==> src/rtl/pu_msp430_mailbox_pkg.sv <==
// pu_msp430_mailbox_pkg
// Shared constants for the CPU <-> host mailbox peripheral.
// Holds the register word offsets, the bit positions inside CTL and STAT,
// and the width of the FIFO occupancy counters.
package pu_msp430_mailbox_pkg;

  // Word offsets inside the 4-word register window
  localparam logic [1:0] REG_CTL    = 2'd0;
  localparam logic [1:0] REG_STAT   = 2'd1;
  localparam logic [1:0] REG_TXDATA = 2'd2;
  localparam logic [1:0] REG_RXDATA = 2'd3;

  // CTL bit positions
  localparam int CTL_TXIE    = 0;
  localparam int CTL_RXIE    = 1;
  localparam int CTL_TXFLUSH = 2;
  localparam int CTL_RXFLUSH = 3;

  // STAT bit positions
  localparam int STAT_TX_FULL   = 0;
  localparam int STAT_TX_EMPTY  = 1;
  localparam int STAT_RX_FULL   = 2;
  localparam int STAT_RX_EMPTY  = 3;
  localparam int STAT_TX_OVF    = 4;
  localparam int STAT_RX_UNF    = 5;
  localparam int STAT_TXCNT_LSB = 8;
  localparam int STAT_RXCNT_LSB = 12;

  // Occupancy counter width; covers 0..4 entries
  localparam int CNT_W = 3;

endpackage

==> src/rtl/pu_msp430_mailbox_fifo.sv <==
// pu_msp430_mailbox_fifo
// Small synchronous 16-bit FIFO used for both mailbox directions.
// Ports:
//   mclk, puc_rst : clock and synchronous active-high reset
//   push, pop     : enqueue din / dequeue head (ignored when illegal)
//   flush         : empties the FIFO; overrides a coincident push/pop
//   din           : write data
//   dout          : head entry, 16'h0000 while empty
//   full, empty   : occupancy flags
//   count         : number of stored entries (0..DEPTH)
module pu_msp430_mailbox_fifo
  import pu_msp430_mailbox_pkg::*;
#(
  parameter int DEPTH = 4
) (
  input  logic             mclk,
  input  logic             puc_rst,
  input  logic             push,
  input  logic             pop,
  input  logic             flush,
  input  logic [15:0]      din,
  output logic [15:0]      dout,
  output logic             full,
  output logic             empty,
  output logic [CNT_W-1:0] count
);

  localparam int PTR_W = $clog2(DEPTH);

  logic [15:0]      mem [DEPTH];
  logic [PTR_W-1:0] wr_ptr;
  logic [PTR_W-1:0] rd_ptr;
  logic             do_push;
  logic             do_pop;

  assign full  = (count == CNT_W'(DEPTH));
  assign empty = (count == '0);

  // A push into a full FIFO is still accepted when the head leaves in the
  // same cycle, so the slot being freed is reused.
  assign do_pop  = pop & ~empty;
  assign do_push = push & (~full | do_pop);

  assign dout = empty ? 16'h0000 : mem[rd_ptr];

  // Storage needs no reset; the empty flag masks stale contents.
  always_ff @(posedge mclk) begin
    if (do_push && !flush) begin
      mem[wr_ptr] <= din;
    end
  end

  // Pointers wrap naturally because DEPTH is a power of two.
  always_ff @(posedge mclk) begin
    if (puc_rst || flush) begin
      wr_ptr <= '0;
      rd_ptr <= '0;
      count  <= '0;
    end else begin
      if (do_push) wr_ptr <= wr_ptr + PTR_W'(1);
      if (do_pop)  rd_ptr <= rd_ptr + PTR_W'(1);
      case ({do_push, do_pop})
        2'b10:   count <= count + CNT_W'(1);
        2'b01:   count <= count - CNT_W'(1);
        default: count <= count;
      endcase
    end
  end

endmodule

==> src/rtl/pu_msp430_mailbox.sv <==
// pu_msp430_mailbox
// Peripheral-bus mailbox between the MSP430 CPU and an external host agent.
// TX FIFO: CPU writes TXDATA, host drains via tx_valid/tx_ready.
// RX FIFO: host fills via rx_valid/rx_ready, CPU reads RXDATA.
// Ports:
//   mclk, puc_rst                       : clock, synchronous active-high reset
//   per_en/per_we/per_addr/per_din      : peripheral bus request
//   per_dout                            : read data, zero when not selected
//   dbg_halt_st                         : CPU halted; RXDATA reads do not pop
//   tx_data/tx_valid/tx_ready           : host-side TX stream
//   rx_data/rx_valid/rx_ready           : host-side RX stream
//   irq                                 : registered level interrupt
module pu_msp430_mailbox
  import pu_msp430_mailbox_pkg::*;
#(
  parameter logic [15:0] BASE_ADDR = 16'h0190,
  parameter int          DEPTH     = 4
) (
  input  logic        mclk,
  input  logic        puc_rst,
  input  logic        per_en,
  input  logic [1:0]  per_we,
  input  logic [13:0] per_addr,
  input  logic [15:0] per_din,
  output logic [15:0] per_dout,
  input  logic        dbg_halt_st,
  output logic [15:0] tx_data,
  output logic        tx_valid,
  input  logic        tx_ready,
  input  logic [15:0] rx_data,
  input  logic        rx_valid,
  output logic        rx_ready,
  output logic        irq
);

  logic             sel;
  logic             reg_rd;
  logic             reg_wr;
  logic [1:0]       reg_off;
  logic             ctl_wr_lo;
  logic             stat_wr_lo;

  logic             txie;
  logic             rxie;
  logic             tx_ovf;
  logic             rx_unf;

  logic             tx_push;
  logic             tx_pop;
  logic             tx_flush;
  logic [15:0]      tx_push_data;
  logic             tx_full;
  logic             tx_empty;
  logic [CNT_W-1:0] tx_cnt;
  logic             tx_ovf_set;

  logic             rx_push;
  logic             rx_pop;
  logic             rx_flush;
  logic             rx_rd;
  logic [15:0]      rx_head;
  logic             rx_full;
  logic             rx_empty;
  logic [CNT_W-1:0] rx_cnt;
  logic             rx_unf_set;

  logic [15:0]      stat;

  assign sel     = per_en & (per_addr[13:2] == BASE_ADDR[14:3]);
  assign reg_off = per_addr[1:0];
  assign reg_rd  = sel & (per_we == 2'b00);
  assign reg_wr  = sel & (per_we != 2'b00);

  // Only the low byte of CTL/STAT holds writable bits.
  assign ctl_wr_lo  = reg_wr & (reg_off == REG_CTL)  & per_we[0];
  assign stat_wr_lo = reg_wr & (reg_off == REG_STAT) & per_we[0];

  assign tx_flush = ctl_wr_lo & per_din[CTL_TXFLUSH];
  assign rx_flush = ctl_wr_lo & per_din[CTL_RXFLUSH];

  // Byte writes to TXDATA push the word with the unwritten byte zeroed.
  assign tx_push      = reg_wr & (reg_off == REG_TXDATA);
  assign tx_push_data = {per_we[1] ? per_din[15:8] : 8'h00,
                         per_we[0] ? per_din[7:0]  : 8'h00};

  // Handshake qualifiers depend only on FIFO state, never on the host inputs.
  assign tx_valid = ~tx_empty;
  assign rx_ready = ~rx_full;
  assign tx_pop   = tx_valid & tx_ready;
  assign rx_push  = rx_valid & rx_ready;

  // A halted CPU (debugger peeking) must not consume RX data or flag underflow.
  assign rx_rd      = reg_rd & (reg_off == REG_RXDATA) & ~dbg_halt_st;
  assign rx_pop     = rx_rd & ~rx_empty;
  assign rx_unf_set = rx_rd & rx_empty;

  // A flush silently discards the coincident push, so no overflow then.
  assign tx_ovf_set = tx_push & tx_full & ~tx_pop & ~tx_flush;

  pu_msp430_mailbox_fifo #(.DEPTH(DEPTH)) u_tx_fifo (
    .mclk    (mclk),
    .puc_rst (puc_rst),
    .push    (tx_push),
    .pop     (tx_pop),
    .flush   (tx_flush),
    .din     (tx_push_data),
    .dout    (tx_data),
    .full    (tx_full),
    .empty   (tx_empty),
    .count   (tx_cnt)
  );

  pu_msp430_mailbox_fifo #(.DEPTH(DEPTH)) u_rx_fifo (
    .mclk    (mclk),
    .puc_rst (puc_rst),
    .push    (rx_push),
    .pop     (rx_pop),
    .flush   (rx_flush),
    .din     (rx_data),
    .dout    (rx_head),
    .full    (rx_full),
    .empty   (rx_empty),
    .count   (rx_cnt)
  );

  // Sticky error flags are only set by TXDATA/RXDATA accesses, which can never
  // coincide with a STAT write, so set and clear never collide.
  always_ff @(posedge mclk) begin
    if (puc_rst) begin
      txie   <= 1'b0;
      rxie   <= 1'b0;
      tx_ovf <= 1'b0;
      rx_unf <= 1'b0;
      irq    <= 1'b0;
    end else begin
      if (ctl_wr_lo) begin
        txie <= per_din[CTL_TXIE];
        rxie <= per_din[CTL_RXIE];
      end
      if (tx_ovf_set) begin
        tx_ovf <= 1'b1;
      end else if (stat_wr_lo && per_din[STAT_TX_OVF]) begin
        tx_ovf <= 1'b0;
      end
      if (rx_unf_set) begin
        rx_unf <= 1'b1;
      end else if (stat_wr_lo && per_din[STAT_RX_UNF]) begin
        rx_unf <= 1'b0;
      end
      irq <= (txie & tx_empty) | (rxie & ~rx_empty);
    end
  end

  always_comb begin
    stat                                 = 16'h0000;
    stat[STAT_TX_FULL]                   = tx_full;
    stat[STAT_TX_EMPTY]                  = tx_empty;
    stat[STAT_RX_FULL]                   = rx_full;
    stat[STAT_RX_EMPTY]                  = rx_empty;
    stat[STAT_TX_OVF]                    = tx_ovf;
    stat[STAT_RX_UNF]                    = rx_unf;
    stat[STAT_TXCNT_LSB +: CNT_W]        = tx_cnt;
    stat[STAT_RXCNT_LSB +: CNT_W]        = rx_cnt;
  end

  // Read data is driven only during a read of this block so the bus can OR it.
  always_comb begin
    per_dout = 16'h0000;
    if (reg_rd) begin
      case (reg_off)
        REG_CTL:    per_dout = {14'h0000, rxie, txie};
        REG_STAT:   per_dout = stat;
        REG_RXDATA: per_dout = rx_head;
        default:    per_dout = 16'h0000;
      endcase
    end
  end

endmodule

==> config.mk <==
export PLATFORM = sky130hd
export DESIGN_NAME = pu_msp430_mailbox
export DESIGN_NICKNAME = d
export VERILOG_FILES = /design/src/rtl/pu_msp430_mailbox_pkg.sv /design/src/rtl/pu_msp430_mailbox_fifo.sv /design/src/rtl/pu_msp430_mailbox.sv
export SDC_FILE = /design/constraint.sdc
export NUM_CORES = 1
export LEC_CHECK = 0
export BUFFER_PORTS_ARGS = -buffer_cell sky130_fd_sc_hd__buf_4
export CAP_MARGIN = 10
export CORE_MARGIN = 1
export CORE_UTILIZATION = 52
export DETAILED_ROUTE_END_ITERATION = 12
export GPL_ROUTABILITY_DRIVEN = 0
export PLACE_DENSITY_LB_ADDON = 0.08
export SLEW_MARGIN = 0
export SYNTH_ARGS = -nofsm -noshare
export SYNTH_HDL_FRONTEND = slang
export SYNTH_SLANG_ARGS = --single-unit
export TNS_END_PERCENT = 1
==> constraint.sdc <==
create_clock -name mclk -period 2.2 [get_ports mclk]
set_input_delay 0.22 -clock mclk [delete_from_list [all_inputs] [get_ports mclk]]
set_output_delay 0.22 -clock mclk [all_outputs]
set_load 0.02 [all_outputs]
# Word level (Yosys, flattened, before mapping)
# Memories as Yosys holds them, arrays and structs flattened. A register that Yosys moved wholly into a read port is not among the register bits.
# Index checks and enable logic that the tools add are counted.
# word_totals
reg_bits	19
ram_bits	128
output_inout_bits	35
mem_count	2
in_bits	54
# mem_list
name	depth	width	rd	rd_ports_with_merged_regs	wr	line	rtl
u_rx_fifo.mem	4	16	1	1	1	pu_msp430_mailbox_fifo.sv:30	logic [15:0] mem [DEPTH];
u_tx_fifo.mem	4	16	1	1	1	pu_msp430_mailbox_fifo.sv:30	
# classes
n_bitwise	35
addsub	8
n_mux	20
eq_ne	10
n_reduce_logical	17
# ops
operator	count
16-bit 2-to-1 mux	3
16-bit one-hot mux with 3 select lines	1
1-bit AND	25
8-bit 2-to-1 mux	2
12-bit by 6-bit equality test with 1-bit output, second input constant	1
3-bit one-hot mux with 2 select lines	2
2-bit nonzero test	5
2-bit by 1-bit adder with 2-bit output, second input constant	4
2-bit equality test, second input constant	4
1-bit 2-to-1 mux	8
2-bit 2-to-1 mux	4
1-bit inverter	7
3-bit by 1-bit adder with 3-bit output, second input constant	2
2-bit by 1-bit equality test with 1-bit output, second input constant	3
3-bit equality test, second input constant	2
3-bit zero test	2
3-bit by 1-bit subtractor with 3-bit output, second input constant	2
1-bit logical AND	4
2-bit zero test	2
1-bit bitwise OR	3
1-bit zero test	2
1-bit logical OR	2

# Logic depth before layout (Yosys ltp)
# Gate-level depths: netlist (run 1).
# depth
ltp_word	12
ltp_mapped	13
mapped_depth_nobuf	11

# Hierarchy
# Synthesis (run 1) repeated with hierarchy kept, for this count alone.
# hier_totals
hier_cells	399
area_unflattened_um2	6759.0
# by_module_without_submodules
module	area_per_inst_um2	cells_per_inst	n_inst
pu_msp430_mailbox_fifo	3032.9	156	2
pu_msp430_mailbox	693.2	87	1

# Least setup slack after synthesis (run 1)
# No wires, ideal clock.
# synth_path
kind	input port to flip-flop
start	input port per_addr[12]
end	register u_rx_fifo.count[2]
arrival_time_ps	2272
required_ps	2066
path_buffers	2
path_stages	13
setup_slack_ps	-206
setup_ps	134
cell_sequence	and4bb_2 -> and4_2 -> buf_4 -> buf_6 -> nand2_1 -> nor3_1 -> ha_1 -> inv_1 -> fa_1 -> xor2_1 -> nor2_1 -> xnor2_1 -> nor2_1
# synth_between
elab_chain_len	11
# synth_lines
item	line	rtl
from (decl)	pu_msp430_mailbox.sv:23	input logic [13:0] per_addr,
12-bit by 6-bit equality test with 1-bit output *	pu_msp430_mailbox.sv:69	assign sel = per_en & (per_addr[13:2] == BASE_ADDR[14:3]);
1-bit AND *	pu_msp430_mailbox.sv:69	
1-bit AND *	pu_msp430_mailbox.sv:71	assign reg_rd = sel & (per_we == 2'b00);
1-bit AND * (2 in a row)	pu_msp430_mailbox.sv:93	assign rx_rd = reg_rd & (reg_off == REG_RXDATA) & ~dbg_halt_st;
1-bit AND *	pu_msp430_mailbox.sv:94	assign rx_pop = rx_rd & ~rx_empty;
1-bit AND *	pu_msp430_mailbox_fifo.sv:41	assign do_pop = pop & ~empty;
net u_rx_fifo.do_pop	pu_msp430_mailbox_fifo.sv:34	logic do_pop;
1-bit bitwise OR	pu_msp430_mailbox_fifo.sv:42	assign do_push = push & (~full | do_pop);
1-bit AND	pu_msp430_mailbox_fifo.sv:42	
2-bit by 1-bit equality test with 1-bit output or 2-bit equality test (tied branches)	pu_msp430_mailbox_fifo.sv:62	case ({do_push, do_pop})
3-bit one-hot mux with 2 select lines or 2-bit nonzero test (tied branches)	--	
to (signal assigned)	pu_msp430_mailbox_fifo.sv:63	2'b10: count <= count + CNT_W'(1);
to (signal assigned)	pu_msp430_mailbox_fifo.sv:64	2'b01: count <= count - CNT_W'(1);
to (signal assigned)	pu_msp430_mailbox_fifo.sv:65	default: count <= count;
to (decl)	pu_msp430_mailbox_fifo.sv:25	output logic [CNT_W-1:0] count
# The timed path passes the listed nets; every way through them passes the cells marked *.
# A chain may end at the register's enable or synchronous reset.

# Final worst setup path (run 1)
# layout_path
start	register u_rx_fifo.count[0]
end	output port per_dout[2]
# layout_between
elab_chain_len	4
# layout_lines
item	line	rtl
3-bit zero test	pu_msp430_mailbox_fifo.sv:37	assign empty = (count == '0);
16-bit 2-to-1 mux	pu_msp430_mailbox_fifo.sv:44	assign dout = empty ? 16'h0000 : mem[rd_ptr];
16-bit one-hot mux with 3 select lines *	pu_msp430_mailbox.sv:170	case (reg_off)
16-bit 2-to-1 mux *	pu_msp430_mailbox.sv:169	if (reg_rd) begin
to (decl)	pu_msp430_mailbox.sv:25	output logic [15:0] per_dout,
# Every way passes the cells marked *; elsewhere a longest branch is shown, timed or not.

==> flow_metrics.tcl, run 1 <==
set metrics [dict create \
    syn-cell-area_um2 6380 \
    sequentialPowerShare 0.502 \
    ir_worst_vdd_uv 648 \
    die_h_um 113 \
    finalPower_mw 6.35 \
    grt_pass1_wl_um 20500 \
    grt_usage 0.223 \
    place.port_buffers 88 \
    finalCritPeriodShare 0.974 \
    clockBufferDepth 2 \
    dieArea_um2 12700 \
    synthFlopType "edfxtp_1" \
    finalCriticalPeriod_ps 2140 \
    cp-start-kind "register" \
    ant_nets 0 \
    met1_length_um 5500 \
    std_cell_rows 40 \
    antenna_cells 0 \
    cap_violations 0 \
    ff2ff_setup_slack_ps 110 \
    hold_path_class "in2reg" \
    first_pass_iters 4 \
    path_buf_inv 2 \
    wl_per_cell_um 18.6 \
    io_pins 89 \
    end_kind "primary output" \
    synth_seq_cells 151 \
    start_util 0.532 \
    crit_slowest_cell "or3b_2" \
    synth.area.top_cells "edfxtp_1 (60%), mux4_2 (11%), dfxtp_1 (7.2%)" \
    clk_latency_ps 420 \
    p_clk_frac 0.442 \
    drive_gt1_frac 0.399 \
    vias 3889 \
    min_from "puc_rst" \
    h-tree-depth 4 \
    hold_ws_ps 14.1 \
    cp-endpoint "per_dout[2]" \
    dp_hpwl_um 8810 \
    first_iter_violations 250 \
    pwr-share-comb 0.056 \
    critPathLaunch "u_rx_fifo.count[0]" \
    dr_wl_met3_um 551 \
    highest_layer "met4" \
    syn_nets 457 \
    drc 0 \
    crit_cells 4 \
    grt_pass1_vias 3972 \
    power_density_nw_per_um2 751 \
    clock_sinks 151 \
    cts-root-buf "clkbuf_16" \
    layout.nets 617 \
    critPathMaxFanout 5 \
    required_ps 1980 \
    synth_top_area_frac 0.602 \
    rsz0062_at_grt "yes" \
    wirelength_um 13200 \
    crit_chain "or3b_2 > buf_4 > a221oi_1 > buf_4" \
    clock.fmax_mhz 467 \
    synth.avg_cell_area_um2 16.3 \
    skew_ps 6.35 \
    timing.rr.start "u_rx_fifo.count[0]" \
    p_sw_mw 1.23 \
    synth.distinct_cells 54 \
    status "completed" \
    nFillCells 787 \
    core_um2 12000 \
    leakagePower_nw 3.13 \
    cts_tree "built" \
    yosysWarnings 0 \
    hold_viol 0 \
    crit_top_cell "buf_4" \
    criticalPathCategory "reg2out" \
    maxSlewViolCount 0 \
    seq_area_frac_synth 0.674 \
    syn_inst 391 \
    slew_headroom 0.687 \
    yosys.area.top_type "edfxtp_1" \
    rr_endpoint "u_rx_fifo.count[2]" \
    setup_viol 0 \
    synth_edf_count 128 \
    grt_max_degree 19 \
    cts.clk_slew.worst_paths_ps 60 \
    tightest_slew_ps 468 \
    critical_path.max_stage_delay_ps 500 \
    path_delay_family "simple AND/OR/NAND/NOR gates" \
    grt_overflow 0 \
    antenna_found_initial 0 \
    ys_async_sr_fraction 0 \
    cts_buffers 17 \
    fin_tns_setup_ps 0 \
    swShare 0.194 \
    arrival_ps 1920 \
    r2r.worst_path.cells 9 \
    area_growth_pct 32.4 \
    viasPerCell 5.47 \
    dieWidth_um 113 \
    p_int_mw 5.12 \
    wl_met2_um 6860 \
]
[cell families after synthesis]
logic type	count (synthesis)	synth area share
AO/OA/AOI/OAI	40	0.0435
adder cells (fa/ha/maj)	12	0.0259
multiplexers	33	0.114
flip-flops	151	0.674
AND/OR/NAND/NOR	104	0.100
XOR/XNOR	9	0.0123
buffers and inverters	42	0.0296
[sequential cells by signal, indices dropped and copies added, names as in the netlist, named ones only]
name,flops
irq,1
rx_unf,1
rxie,1
tx_ovf,1
txie,1
u_rx_fifo.count,3
u_rx_fifo.mem,64
u_rx_fifo.rd_ptr,2
u_rx_fifo.wr_ptr,2
u_tx_fifo.count,3
u_tx_fifo.mem,64
u_tx_fifo.rd_ptr,2
u_tx_fifo.wr_ptr,2
[what timing repair did]
item	in CTS	in global routing
hold buffers	16	0
endpoints found under the hold margin	64	0
buffers inserted	0	6
resized for setup	2	13
pin swaps	0	7
endpoints found under the setup margin	2	5
[cell usage after synthesis, drive strengths merged (2+ instances only)]
library cell  number
a21oi             10
a2bb2oi            2
a31oi              2
and2              34
and3               4
and4bb             2
buf               12
clkbuf             4
dfxtp             23
edfxtp           128
fa                 2
ha                10
inv               26
mux4              32
nand2              6
nand3              7
nand4              4
nor2              24
nor2b              5
nor3               4
nor4b              2
o21ai              8
o2bb2ai            8
o311ai             2
or4b               2
xnor2              4
xor2               5
[worst min path at each step]
stage                          endpoint  slack (ps)  cells past startpoint
detailed placement  u_rx_fifo.mem[3][7]         420                      1
finish                             txie          10                      2
global placement    u_rx_fifo.mem[0][7]         420                      1
global route                       txie          10                      2
CTS                                txie         0.2                      2
floorplan                          rxie         290                      1
[power groups by stage]
| stage | sequential, mW | clock, mW | combinational (mW) |
|---|---|---|---|
| after floorplan | 3.24 | 0 | 0.147 |
| after global placement | 3.24 | 0 | 0.327 |
| after detailed placement | 3.25 | 0 | 0.334 |
| after CTS | 3.19 | 2.84 | 0.359 |
| after global routing | 3.19 | 2.97 | 0.389 |
| final | 3.19 | 2.81 | 0.357 |
[stage by stage]
stage                     cell area [µm²]  worst slack, ps  utilization  std cells
after floorplan                      6400             -150            -        391
after global placement               7610            -67.7        0.634        658
after detailed placement             7610            -77.6        0.634        658
after CTS                            8350             7.46        0.695        706
after global routing                 8450            -21.3        0.704        711
final                                8450             56.4        0.704        711
[final cells by class]
type	count	area (µm²)	share of cell area
Clock buffer	21	440	0.0521
Sequential cell	151	4310	0.510
Multi-Input combinational cell	198	1950	0.230
Clock inverter	11	130	0.0154
Tap cell	147	184	0.0218
Timing Repair Buffer	157	1340	0.159
Inverter	26	100	0.0118
[routing by layer]
| layer | vias to the layer above | track usage |
|---|---|---|
| met3 | 25 | 0.0514 |
| li1 | 1818 | - |
| met2 | 112 | 0.388 |
| met1 | 1934 | 0.263 |
| met4 | 0 | 0.108 |
| met5 | - | 0 |
[cells in the final DEF, fill, tap and decap left out, types with 5 or more instances in the layout]
cell type / instances
a21oi_1: 9
mux4_2: 32
dlygate4sd3_1: 16
nor2b_1: 5
inv_1: 24
dfxtp_1: 19
xor2_1: 5
ha_1: 8
o2bb2ai_1: 8
o21ai_0: 5
edfxtp_1: 128
nand2_1: 5
buf_12: 10
nor2_1: 23
buf_4: 131
nand3_1: 7
clkbuf_16: 17
and2_1: 34
No activity file was read; power rests on OpenSTA's default activity.
==> run 2, diff against run 1 <==
--- a/config.mk
+++ b/config.mk
@@ -11,6 +11,7 @@
 export CORE_UTILIZATION = 52
 export DETAILED_ROUTE_END_ITERATION = 12
 export GPL_ROUTABILITY_DRIVEN = 0
+export HOLD_SLACK_MARGIN = 0.15
 export PLACE_DENSITY_LB_ADDON = 0.08
 export SLEW_MARGIN = 0
 export SYNTH_ARGS = -nofsm -noshare
==> flow_metrics.tcl, run 2 (synthesized netlist as in run 1, its figures left out) <==
set metrics [dict create \
    arrival_ps 1920 \
    core_um2 12000 \
    stdcell_area_um2 8510 \
    grt_overflow 0 \
    clockBufferDepth 2 \
    skew_ps 6.65 \
    area_growth_pct 33.4 \
    layout.nets 623 \
    hold_path_class "in2reg" \
    finalPower_mw 6.36 \
    ir_worst_vdd_uv 648 \
    status "completed" \
    cts-root-buf "clkbuf_16" \
    io_pins 89 \
    critical_path.max_stage_delay_ps 490 \
    hold_ws_ps 170 \
    clock_sinks 151 \
    std_cell_rows 40 \
    grt_pass1_vias 3996 \
    dpl_worst_slack_ps -77.6 \
    sequentialPowerShare 0.501 \
    grt_pass1_wl_um 20600 \
    first_pass_iters 4 \
    dieWidth_um 113 \
    hold_viol 0 \
    cts.clk_slew.worst_paths_ps 60 \
    dp_hpwl_um 8810 \
    cap_violations 0 \
    cts_buffers 17 \
    path_delay_family "simple AND/OR/NAND/NOR gates" \
    path_buf_inv 2 \
    finalCritPeriodShare 0.972 \
    p_sw_mw 1.24 \
    end_kind "primary output" \
    grt_usage 0.225 \
    finalCriticalPeriod_ps 2140 \
    final_cell_mix "buf_4 (131), edfxtp_1 (128), and2_1 (34)" \
    drc 0 \
    nFillCells 778 \
    power_density_nw_per_um2 747 \
    crit_chain "or3b_2 > buf_4 > a221oi_1 > buf_4" \
    viasPerCell 5.43 \
    leakagePower_nw 3.16 \
    h-tree-depth 4 \
    final_common_cell "buf_4" \
    slew_headroom 0.683 \
    antenna_found_initial 0 \
    pwr-share-comb 0.057 \
    place_inst 658 \
    multiInputGateArea_um2 1950 \
    crit_slowest_cell "or3b_2" \
    final_util 0.709 \
    criticalPathCategory "reg2out" \
    post_dp_cell_area_um2 7610 \
    required_ps 1980 \
    p_clk_frac 0.441 \
    wl_per_cell_um 18.5 \
    cts_tree "built" \
    ant_nets 0 \
    vias 3891 \
    antenna_cells 0 \
    maxSlewViolCount 0 \
    place.port_buffers 88 \
    clock.fmax_mhz 468 \
    critPathMaxFanout 5 \
    drive_gt1_frac 0.395 \
    reg_top3 "u_rx_fifo.mem x64, u_tx_fifo.mem x64" \
    clk_latency_ps 420 \
    first_iter_violations 254 \
    final_cells 717 \
    rsz0062_at_grt "yes" \
    worst_slack_ps 61.9 \
    die_h_um 113 \
    setup_viol 0 \
    crit_top_cell "buf_4" \
    grt_max_degree 19 \
    wirelength_um 13300 \
    fin_tns_setup_ps 0 \
    tightest_slew_ps 474 \
    cp-start-kind "register" \
    dieArea_um2 12700 \
    start_util 0.532 \
    p_int_mw 5.12 \
    swShare 0.194 \
    seq_area_um2 4310 \
]
## run 2: layer usage
layer	global-route usage	vias up	routed length, µm	part of all wire
met3	0.0514	25	532	0.040
met2	0.391	119	6990	0.53
met5	0	-	0	0
met4	0.108	0	300	0.023
li1	-	1831	-	-
met1	0.264	1916	5450	0.41
## run 2: final timing paths
check | startpoint | endpoint | slack, ps | cells after the start
setup / recovery | u_rx_fifo.count[0] | per_dout[2] | 60 | 4
hold / removal | per_din[12] | u_tx_fifo.mem[3][12] | 170 | 2
setup reg to reg | u_tx_fifo.count[2] | u_tx_fifo.count[2] | 110 | 11
hold reg to reg | u_rx_fifo.rd_ptr[1] | register | 470 | 2
## run 2: power by group through the flow
stage                     registers [mW]  clock network, mW  logic, mW
after global placement              3.24                  0      0.327
after global routing                3.19               2.97      0.396
after CTS                           3.19               2.84      0.366
final                               3.19               2.81      0.364
after floorplan                     3.24                  0      0.147
after detailed placement            3.25                  0      0.334
## run 2: worst reg2reg max path: cells and delay by family, from the launching register on
kind	cells	cell delay [ps]
XOR/XNOR	2	290
adder cells (fa/ha/maj)	2	350
buffers and inverters	2	100
flip-flops	1	320
AND/OR/NAND/NOR	5	930
## run 2: layout make-up
type	count	area share
sequential	151	0.506
multi-input combinational	198	0.229
clock buffer	21	0.0517
timing repair buffer	163	0.165
inverter	26	0.0118
tap	147	0.0216
clock inverter	11	0.0153
## run 2: repair_timing
| action | 4_1_cts | 5_1_grt |
|---|---|---|
| endpoints found under the setup margin | 2 | 5 |
| endpoints found under the hold margin | 74 | 0 |
| resized for setup | 2 | 13 |
| hold buffers | 22 | 0 |
| buffers inserted | 0 | 6 |
| pin swaps | 0 | 7 |
